==> src/rtl/segment_display_scanner_pkg.sv <==
// segment_display_scanner_pkg: shared sizes, FSM states and inactive output levels.
// Provides NUM_DIGITS/SEG_W/IDX_W, the IDLE/SCAN state type and helpers that
// return the unlit/deselected level of each output for a given polarity.
package segment_display_scanner_pkg;
    localparam int NUM_DIGITS = 4;
    localparam int SEG_W = 7;
    localparam int IDX_W = 2;

    typedef enum logic {
        IDLE = 1'b0,
        SCAN = 1'b1
    } state_e;

    function automatic logic [0:SEG_W-1] seg_off(input bit active_low);
        return {SEG_W{active_low}};
    endfunction

    function automatic logic dot_off(input bit active_low);
        return active_low;
    endfunction

    function automatic logic [NUM_DIGITS-1:0] anode_off(input bit active_low);
        return {NUM_DIGITS{active_low}};
    endfunction
endpackage

==> src/rtl/segment_display_scanner_digit_mux.sv <==
// segment_digit_mux: 4:1 select of {digit vector, dot} plus one-hot anode decode.
// Ports:
//   Digit0_i..Digit3_i  segment vectors, active-high lit
//   DotMask_i           decimal point per digit, bit n = digit n
//   Sel_i               digit index to select
//   Seg_o / Dot_o       selected vector and dot, active-high
//   Anode_o             one-hot of Sel_i, active-high
module segment_digit_mux
    import segment_display_scanner_pkg::*;
(
    input  logic [0:SEG_W-1]      Digit0_i,
    input  logic [0:SEG_W-1]      Digit1_i,
    input  logic [0:SEG_W-1]      Digit2_i,
    input  logic [0:SEG_W-1]      Digit3_i,
    input  logic [NUM_DIGITS-1:0] DotMask_i,
    input  logic [IDX_W-1:0]      Sel_i,
    output logic [0:SEG_W-1]      Seg_o,
    output logic                  Dot_o,
    output logic [NUM_DIGITS-1:0] Anode_o
);
    always_comb begin
        Seg_o   = Sel_i[1] ? (Sel_i[0] ? Digit3_i : Digit2_i) : (Sel_i[0] ? Digit1_i : Digit0_i);
        Dot_o   = DotMask_i[Sel_i];
        Anode_o = NUM_DIGITS'(1) << Sel_i;
    end
endmodule

==> src/rtl/segment_display_scanner.sv <==
// segment_display_scanner: time-multiplexes four 7-segment digits onto one bus with per-digit PWM.
// Ports:
//   Clk_i          system clock, posedge
//   Reset_i        synchronous active-high reset, overrides every other input
//   ClkEnable_i    scan tick, one Clk wide
//   Enable_i       0 = display dark and scanner idle
//   Digit0_i..3_i  segment vectors [0:6], active-high lit
//   DotMask_i      decimal point per digit
//   Brightness_i   lit ticks per slot, clamped to SLOT_TICKS
//   Segments_o     shared segment bus, polarity per SEG_ACTIVE_LOW
//   Dot_o          shared decimal point, same polarity as Segments_o
//   Anodes_o       digit strobes, one-hot when lit, polarity per ANODE_ACTIVE_LOW
//   DigitIndex_o   digit index of the slot being shown
//   FrameDone_o    one-Clk pulse when the digit-3 slot completes
// Build option: SEGMENT_SCANNER_BLANKING_EN keeps the first BLANK_TICKS ticks
// of every slot dark to avoid ghosting; undefined, BLANK_TICKS is ignored.
module segment_display_scanner
    import segment_display_scanner_pkg::*;
#(
    parameter int SLOT_TICKS       = 8,
    parameter int CNT_W            = 4,
    parameter int BLANK_TICKS      = 1,
    parameter bit SEG_ACTIVE_LOW   = 1'b1,
    parameter bit ANODE_ACTIVE_LOW = 1'b1
) (
    input  logic                  Clk_i,
    input  logic                  Reset_i,
    input  logic                  ClkEnable_i,
    input  logic                  Enable_i,
    input  logic [0:SEG_W-1]      Digit0_i,
    input  logic [0:SEG_W-1]      Digit1_i,
    input  logic [0:SEG_W-1]      Digit2_i,
    input  logic [0:SEG_W-1]      Digit3_i,
    input  logic [NUM_DIGITS-1:0] DotMask_i,
    input  logic [CNT_W-1:0]      Brightness_i,
    output logic [0:SEG_W-1]      Segments_o,
    output logic                  Dot_o,
    output logic [NUM_DIGITS-1:0] Anodes_o,
    output logic [IDX_W-1:0]      DigitIndex_o,
    output logic                  FrameDone_o
);
    localparam logic [CNT_W-1:0] SLOT_N   = CNT_W'(SLOT_TICKS);
    localparam logic [CNT_W-1:0] SLOT_MAX = CNT_W'(SLOT_TICKS - 1);
`ifdef SEGMENT_SCANNER_BLANKING_EN
    localparam logic [CNT_W-1:0] BLANK = CNT_W'(BLANK_TICKS);
`endif

    if (SLOT_TICKS < 2 || (1 << CNT_W) <= SLOT_TICKS || BLANK_TICKS < 0) begin : g_bad_params
        $error("segment_display_scanner: illegal SLOT_TICKS/CNT_W/BLANK_TICKS");
    end

    state_e                state_q, state_d;
    logic [CNT_W-1:0]      tick_q, tick_d;
    logic [IDX_W-1:0]      idx_q, idx_d;
    logic [0:SEG_W-1]      seg_lat_q, seg_lat_d, mux_seg;
    logic                  dot_lat_q, dot_lat_d, mux_dot;
    logic [NUM_DIGITS-1:0] an_lat_q, an_lat_d, mux_an;
    logic [CNT_W-1:0]      bright;
    logic                  scan, start, last_tick, wrap, lit;

    // The mux looks at the index of the slot about to begin, so the latch
    // captures that digit (and its one-hot anode) on the edge the slot starts.
    segment_digit_mux u_mux (
        .Digit0_i  (Digit0_i),
        .Digit1_i  (Digit1_i),
        .Digit2_i  (Digit2_i),
        .Digit3_i  (Digit3_i),
        .DotMask_i (DotMask_i),
        .Sel_i     (idx_d),
        .Seg_o     (mux_seg),
        .Dot_o     (mux_dot),
        .Anode_o   (mux_an)
    );

    always_comb begin
        scan      = state_q == SCAN && Enable_i;
        start     = state_q == IDLE && Enable_i;
        last_tick = tick_q == SLOT_MAX;
        wrap      = scan && ClkEnable_i && last_tick;
        bright    = Brightness_i > SLOT_N ? SLOT_N : Brightness_i;
`ifdef SEGMENT_SCANNER_BLANKING_EN
        lit       = scan && tick_q >= BLANK && tick_q < bright;
`else
        lit       = scan && tick_q < bright;
`endif
        state_d   = Enable_i ? SCAN : IDLE;
        tick_d    = !scan ? '0 : ClkEnable_i ? (last_tick ? '0 : tick_q + 1'b1) : tick_q;
        idx_d     = !scan ? '0 : wrap ? idx_q + 1'b1 : idx_q;
        {an_lat_d, seg_lat_d, dot_lat_d} = (start || wrap) ? {mux_an, mux_seg, mux_dot}
                                                           : {an_lat_q, seg_lat_q, dot_lat_q};
    end

    // Outputs are computed from the pre-edge slot state, gated by Enable_i so
    // dropping Enable darkens the display on the very next edge.
    always_ff @(posedge Clk_i) begin
        if (Reset_i) begin
            state_q      <= IDLE;
            tick_q       <= '0;
            idx_q        <= '0;
            seg_lat_q    <= '0;
            dot_lat_q    <= 1'b0;
            an_lat_q     <= '0;
            Segments_o   <= seg_off(SEG_ACTIVE_LOW);
            Dot_o        <= dot_off(SEG_ACTIVE_LOW);
            Anodes_o     <= anode_off(ANODE_ACTIVE_LOW);
            DigitIndex_o <= '0;
            FrameDone_o  <= 1'b0;
        end else begin
            state_q      <= state_d;
            tick_q       <= tick_d;
            idx_q        <= idx_d;
            seg_lat_q    <= seg_lat_d;
            dot_lat_q    <= dot_lat_d;
            an_lat_q     <= an_lat_d;
            Segments_o   <= lit ? seg_lat_q ^ seg_off(SEG_ACTIVE_LOW) : seg_off(SEG_ACTIVE_LOW);
            Dot_o        <= lit ? dot_lat_q ^ dot_off(SEG_ACTIVE_LOW) : dot_off(SEG_ACTIVE_LOW);
            Anodes_o     <= lit ? an_lat_q ^ anode_off(ANODE_ACTIVE_LOW) : anode_off(ANODE_ACTIVE_LOW);
            DigitIndex_o <= scan ? idx_q : '0;
            FrameDone_o  <= wrap && idx_q == IDX_W'(NUM_DIGITS - 1);
        end
    end
endmodule
==> config.mk <==
export PLATFORM = sky130hd
export DESIGN_NAME = segment_display_scanner
export DESIGN_NICKNAME = d
export VERILOG_FILES = /design/src/rtl/segment_display_scanner_pkg.sv /design/src/rtl/segment_display_scanner_digit_mux.sv /design/src/rtl/segment_display_scanner.sv
export SDC_FILE = /design/constraint.sdc
export NUM_CORES = 1
export LEC_CHECK = 0
export ABC_AREA = 0
export CAP_MARGIN = 15
export CORE_ASPECT_RATIO = 0.75
export CORE_MARGIN = 2
export CORE_UTILIZATION = 35
export DETAILED_ROUTE_END_ITERATION = 7
export GPL_TIMING_DRIVEN = 0
export HOLD_SLACK_MARGIN = 0.03
export SLEW_MARGIN = 20
export SYNTH_ARGS = -nofsm -noshare
export SYNTH_HDL_FRONTEND = slang
export SYNTH_HIERARCHICAL = 1
export SYNTH_SLANG_ARGS = --single-unit
==> constraint.sdc <==
create_clock -name Clk_i -period 3.27 [get_ports Clk_i]
set_clock_uncertainty 0.1 [all_clocks]
set_input_delay 0.327 -clock Clk_i [delete_from_list [all_inputs] [get_ports Clk_i]]
set_output_delay 0.327 -clock Clk_i [all_outputs]
set_load 0.03 [all_outputs]
* Word level (Yosys, flattened, before mapping) *
Cells that the tools add are included.

storage, ports and cells
  output and inout port bits = 15
  input bits = 40
  logic and storage cells = 44
  register bits after elaboration = 34

operators by class
  multiplexer cells = 10
  reduce and logical (&&, ||, !) cells = 9
  add/sub/neg operators = 2
  $lt $le $gt $ge = 3
  eq/ne operators = 2
  bitwise logic cells = 6
  shift-type cells = 1

operator list
  kind                 number
  $mux 7               3
  $mux 4               2
  $not 7->7            1
  $logic_and 1x1->1    6
  $add 4x1->4 const B  1
  $eq 4x3->1 const B   1
  $gt 4x4->1 const B   1
  $lt 4x4->1           1
  $mux 2               2
  $not 1->1            4
  $not 4->4            1
  $reduce_or 2->1      2
  $shl 1x2->4 const A  1
  $lt 2x3->1 const B   1
  $add 2x1->2 const B  1
  $bmux 1 s2           1
  $eq 2x2->1 const B   1
  $mux 1               2
  $logic_or 1x1->1     1

* Logic depth before layout (Yosys ltp) *
  depth in word-level cells = 7
  gate-level depth with buffers = 10
  mapped depth without buffers = 7

* Modules after synthesis *
The synthesis kept the hierarchy.

by module, submodules not included
  module                   cells each  area an instance (µm²)  seq. area each (µm²)  instances
  segment_display_scanner  158         1,477.7                 680.7                 1
  segment_digit_mux        14          227.7                   0.0                   1

* Worst setup path before layout *
No wires, ideal clock.

  kind = reg2reg
  from = reg tick_q[0]
  to = reg seg_lat_q[1] (netlist bit)
  period minus slack after synthesis = 2.539 ns
  data required time = 3.027 ns
  arrival = 2.296 ns
  path slack = 0.731 ns
  setup time = 0.143 ns
  cell stages (with the launch flop) = 11
  buffers on the path = 3
  cells stage by stage = dfxtp_1 ha_1 and4b_1 buf_2 buf_2 xnor2_1 nor2_1 buf_6 mux4_2 a31oi_1 o311ai_0

on the way
  longest elaborated chain between the ends = 6
  elaborated cells between the ends (all ways) = 8
  classes of those cells = eq/ne (1); mux (5); reduce/logical (2)

RTL lines
  element                     line                                     RTL
  start: declaration          segment_display_scanner.sv:53            logic [CNT_W-1:0] tick_q, tick_d;
  start signal: assignment    segment_display_scanner.sv:110           tick_q <= tick_d;
  $eq 4x3->1 *                segment_display_scanner.sv:78            last_tick = tick_q == SLOT_MAX;
  $logic_and 1x1->1 *         segment_display_scanner.sv:79            wrap = scan && ClkEnable_i && last_tick;
  $mux 2 * (2 in series)      segment_display_scanner.sv:88            idx_d = !scan ? '0 : wrap ? idx_q + 1'b1 : idx_q;
  named net idx_d[0]          segment_display_scanner.sv:54            logic [IDX_W-1:0] idx_q, idx_d;
  $mux 7                      segment_display_scanner_digit_mux.sv:22  Seg_o = Sel_i[1] ? (Sel_i[0] ? Digit3_i : Digit2_i) : (Sel_i[0] ? Digit1_i : Digit0_i);
  $mux 7 *                    segment_display_scanner_digit_mux.sv:22
  named net mux_seg, one bit  segment_display_scanner.sv:55            logic [0:SEG_W-1] seg_lat_q, seg_lat_d, mux_seg;
  end signal: assignment      segment_display_scanner.sv:112           seg_lat_q <= seg_lat_d;
  end: declaration            segment_display_scanner.sv:55

The timed path passes the listed nets; every way through them passes the cells marked *.
A chain may end at the register's enable or synchronous reset.

* Worst setup path after layout *
  from = in ClkEnable_i
  to = reg seg_lat_q[6] (netlist bit)

on the way
  longest elaborated chain between the ends = 6
  elaborated cells between the ends (all ways) = 8
  classes of those cells = mux (5); reduce/logical (3)

RTL lines
  element                            line                                     RTL
  start: declaration                 segment_display_scanner.sv:28            input logic ClkEnable_i,
  $logic_and 1x1->1 * (2 in series)  segment_display_scanner.sv:79
  $mux 2 * (2 in series)             segment_display_scanner.sv:88
  named net idx_d[0]                 segment_display_scanner.sv:54
  $mux 7                             segment_display_scanner_digit_mux.sv:22
  $mux 7 *                           segment_display_scanner_digit_mux.sv:22
  named net mux_seg, one bit         segment_display_scanner.sv:55

Marked as above.

==> flow_summary.toml <==
[finish]
diodes = 0
finalNetCount = 278
layout_commonest_cell = "sky130_fd_sc_hd__clkdlybuf4s50_1"
layout_common_cells = "sky130_fd_sc_hd__clkdlybuf4s50_1 (54), sky130_fd_sc_hd__dfxtp_1 (34), sky130_fd_sc_hd__nand2_1 (29)"
flow.area_growth_from_synthesis_pct = 42.63
layout-drive-gt1-share_pct = 9.442
filler_cell_count = 437
post_layout_nonfiller_instances = 290

[global_routing]
global_route_usage_over_all_layers_pct = 18.42
largest_net_degree_at_the_start_of_global_routing = 11
grt_pass1_wl_mm = 7.817
gr-total-overflow = 0
vias_in_the_first_global_route = 1601
antenna_found_initial = 0

[die]
design.die.area_mm2 = 0.005452
ioPinCount = 55
dieWidth_um = 84.60
design.core.area_mm2 = 0.004572
die_height_um = 64.45
initial_core_utilization_pct = 37.30
fp-row-count = 21

[setup_path]
critPathKind = "primary input to flip-flop"
critical_path.endpoint_type = "flip-flop"
timing.critical_path.required_ns = 3.30
path_max_fanout = 10
cp.arrival_ns = 3.00
reg2reg_slack_ns = 0.34
startpoint_type_of_the_worst_setup_path = "primary input"

[synth]
synth_compound_area_share_pct = 12.62
flip_flop_and_latch_count_after_synthesis = 34
synth_adder_area_share_pct = 3.668
synthesis.nets = 217
synth.area.mux_share_pct = 12.18
synth_simple_gate_area_share_pct = 25.09
synth_cells = 172
synth_top_family_by_area = "simple AND/OR/NAND/NOR gates"
yosysWarnings = 6
distinct_cell_type_count_after_synthesis = 32
total_standard_cell_area_after_synthesis_mm2 = 0.001705
yosysSeqAreaShare_pct = 39.91
synth_area_per_cell_um2 = 9.915
post_synth_xor_area_fraction_pct = 1.541

[sta]
setup_viol = 0
drv_slew = 0
grt_setup_unrepaired = "false"
max_slew.worst_pin.slew_ns = 0.5126
slew-limit-headroom_pct = 65.83
fin_crit_sh_pct = 90.65
finalHoldViolations = 0
period_minus_slack_ns = 2.964
maximum_achievable_frequency_ghz = 0.3374

[detailed_routing]
viasPerCell = 5.490
firstDrtPassIters = 4
dr_total_vias = 1592
totalWireLength_mm = 4.673
route.antenna.remaining_nets = 0
wl_per_cell_um = 16.11
route.detailed.drc = 0
drtIter0Drc = 127

[pwr]
power.leakage_nw = 0.8416
power_per_cell_area_mw_per_mm2 = 385.2
switching_power_as_a_share_of_total_power_pct = 21.67
vdd.ir_drop.worst_v = 0.0002252
power_uw = 936.8
power.switching_uw = 203.0
intPower_uw = 733.9
p_comb_share_pct = 11.7
seq_power_share_pct = 46.1
power.clock.fraction_pct = 42.1

[worst_hold_path]
timing.hold.worst.class = "flip-flop to flip-flop"

[clocking]
cts_tree = "built"
clockRootBuffer = "sky130_fd_sc_hd__clkbuf_8"
clock_sinks = 34
holdBufCountCts = 0
cts-buffers-inserted = 5
h-tree-depth = 2
cts_buffer_depth = 2
clock_insertion_delay_worst_skew_ns = 0.29
clkTransAtPathRegs_ns = 0.07

[placed_design]
place.port_buffers = 54
post-dp-hpwl_mm = 3.558
dp_cells = 283
gpl.final_weighted_congestion = 0.8239

[run]
cap_violations = 0

[outcome]
outcome = "completed"
[power groups by stage]
| stage | Clock, mW | Combinational (mW) | Sequential, mW |
|---|---|---|---|
| finish | 0.395 | 0.110 | 0.432 |
| global placement | 0 | 0.106 | 0.441 |
| detailed placement | 0 | 0.109 | 0.441 |
| global route | 0.415 | 0.119 | 0.433 |
| CTS | 0.396 | 0.110 | 0.432 |
| floorplan | 0 | 0.0450 | 0.440 |
[through the flow]
| step | setup slack (ns) | hold WS [ns] | instance area (µm²) | util [%] | setup TNS [ns] |
|---|---|---|---|---|---|
| 5_1_grt | 0.06546 | 0.3180 | 2432 | 53.20 | 0 |
| 6_report | 0.3058 | 0.2986 | 2432 | 53.20 | 0 |
| 2_1_floorplan | 0.7314 | 0.2664 | 1705 | - | 0 |
| 3_3_place_gp | 0.01887 | 0.2787 | 2317 | 50.68 | 0 |
| 3_5_place_dp | -0.05958 | 0.2867 | 2317 | 50.68 | -0.1871 |
| 4_1_cts | 0.2267 | 0.3024 | 2430 | 53.15 | 0 |
[area by class of cell]
type	count	area [µm²]	area share (%)
sequential	34	680.7	27.98
timing repair buffer	54	540.5	22.22
clock buffer	6	82.58	3.395
buffer	16	81.33	3.344
multi-input combinational	121	942.2	38.73
tap	57	71.32	2.932
inverter	1	3.754	0.1543
clock inverter	1	30.03	1.235
[flip-flops by register name, indices dropped and copies added, names as in the netlist]
register / flops
Anodes_o: 4
DigitIndex_o: 2
Dot_o: 1
FrameDone_o: 1
Segments_o: 7
an_lat_q: 4
dot_lat_q: 1
idx_q: 2
seg_lat_q: 7
state_q: 1
tick_q: 4
[worst paths after layout]
path | start | to | cells after the start
worst max-delay path | ClkEnable_i | seg_lat_q[6]$_SDFFE_PP0P_ | 10
worst min-delay path | seg_lat_q[2]$_SDFFE_PP0P_ | Segments_o[2]$_SDFF_PP1_ | 1
worst min register to register | seg_lat_q[2]$_SDFFE_PP0P_ | Segments_o[2]$_SDFF_PP1_ | 1
worst max register to register | tick_q[0]$_SDFFE_PP0P_ | seg_lat_q[6]$_SDFFE_PP0P_ | 10
[cells in the mapped netlist]
library cell | number | area share (%)
sky130_fd_sc_hd__inv_1 | 1 | 0.22
sky130_fd_sc_hd__nand3b_1 | 1 | 0.44
sky130_fd_sc_hd__and3_1 | 1 | 0.37
sky130_fd_sc_hd__or3_1 | 1 | 0.37
sky130_fd_sc_hd__xnor2_1 | 2 | 1.0
sky130_fd_sc_hd__nor3_1 | 1 | 0.29
sky130_fd_sc_hd__dfxtp_1 | 34 | 40
sky130_fd_sc_hd__or4b_1 | 1 | 0.59
sky130_fd_sc_hd__o211a_1 | 1 | 0.59
sky130_fd_sc_hd__mux2i_1 | 2 | 1.2
sky130_fd_sc_hd__a31oi_1 | 12 | 4.4
sky130_fd_sc_hd__nor3b_1 | 12 | 5.3
sky130_fd_sc_hd__buf_1 | 1 | 0.22
sky130_fd_sc_hd__and4b_1 | 1 | 0.59
sky130_fd_sc_hd__o311ai_0 | 12 | 6.2
sky130_fd_sc_hd__and2b_1 | 1 | 0.44
sky130_fd_sc_hd__and2_1 | 3 | 1.1
sky130_fd_sc_hd__nand2_1 | 29 | 6.4
sky130_fd_sc_hd__mux4_1 | 2 | 3.1
sky130_fd_sc_hd__ha_1 | 5 | 3.7
sky130_fd_sc_hd__buf_2 | 5 | 1.5
sky130_fd_sc_hd__nand4_1 | 1 | 0.37
sky130_fd_sc_hd__buf_6 | 2 | 1.3
sky130_fd_sc_hd__mux4_2 | 6 | 7.9
sky130_fd_sc_hd__a21o_1 | 1 | 0.44
sky130_fd_sc_hd__nor2_1 | 9 | 2.0
sky130_fd_sc_hd__a211oi_2 | 1 | 0.73
sky130_fd_sc_hd__a21oi_1 | 1 | 0.29
sky130_fd_sc_hd__nor2b_1 | 2 | 0.73
sky130_fd_sc_hd__nand4b_1 | 12 | 6.2
sky130_fd_sc_hd__xor2_1 | 1 | 0.51
sky130_fd_sc_hd__clkbuf_1 | 8 | 1.8
[kinds of logic after synthesis]
kind of cell / count (synthesis)
simple gates: 75
flops: 34
compound gates: 28
buf+inv: 17
mux: 10
fa+ha+maj: 5
xor+xnor: 3
[worst max-delay path, stage by stage]
cell and delay (ns):
sky130_fd_sc_hd__clkdlybuf4s50_1 0.57, sky130_fd_sc_hd__and4b_1 0.21, sky130_fd_sc_hd__buf_2 0.21, sky130_fd_sc_hd__buf_2 0.29
sky130_fd_sc_hd__xnor2_1 0.13, sky130_fd_sc_hd__nor2_2 0.22, sky130_fd_sc_hd__buf_6 0.19, sky130_fd_sc_hd__mux4_2 0.53
sky130_fd_sc_hd__a31oi_1 0.15, sky130_fd_sc_hd__o311ai_0 0.16
[repair_timing]
item / 4_1_cts / 5_1_grt
setup endpoints to repair: 0 / 1
gates resized for setup: 0 / 1
endpoints found under the hold margin: 0 / 0
setup buffers: 0 / 0
[per-layer routing]
metal | up-vias | track usage [%] | routed length, µm
met2 | 51 | 28.05 | 2082
met5 | - | 0 | 0
li1 | 774 | - | -
met1 | 758 | 25.71 | 2296
met3 | 9 | 4.204 | 232
met4 | 0 | 6.548 | 61
(Power assumes the default switching activity.)
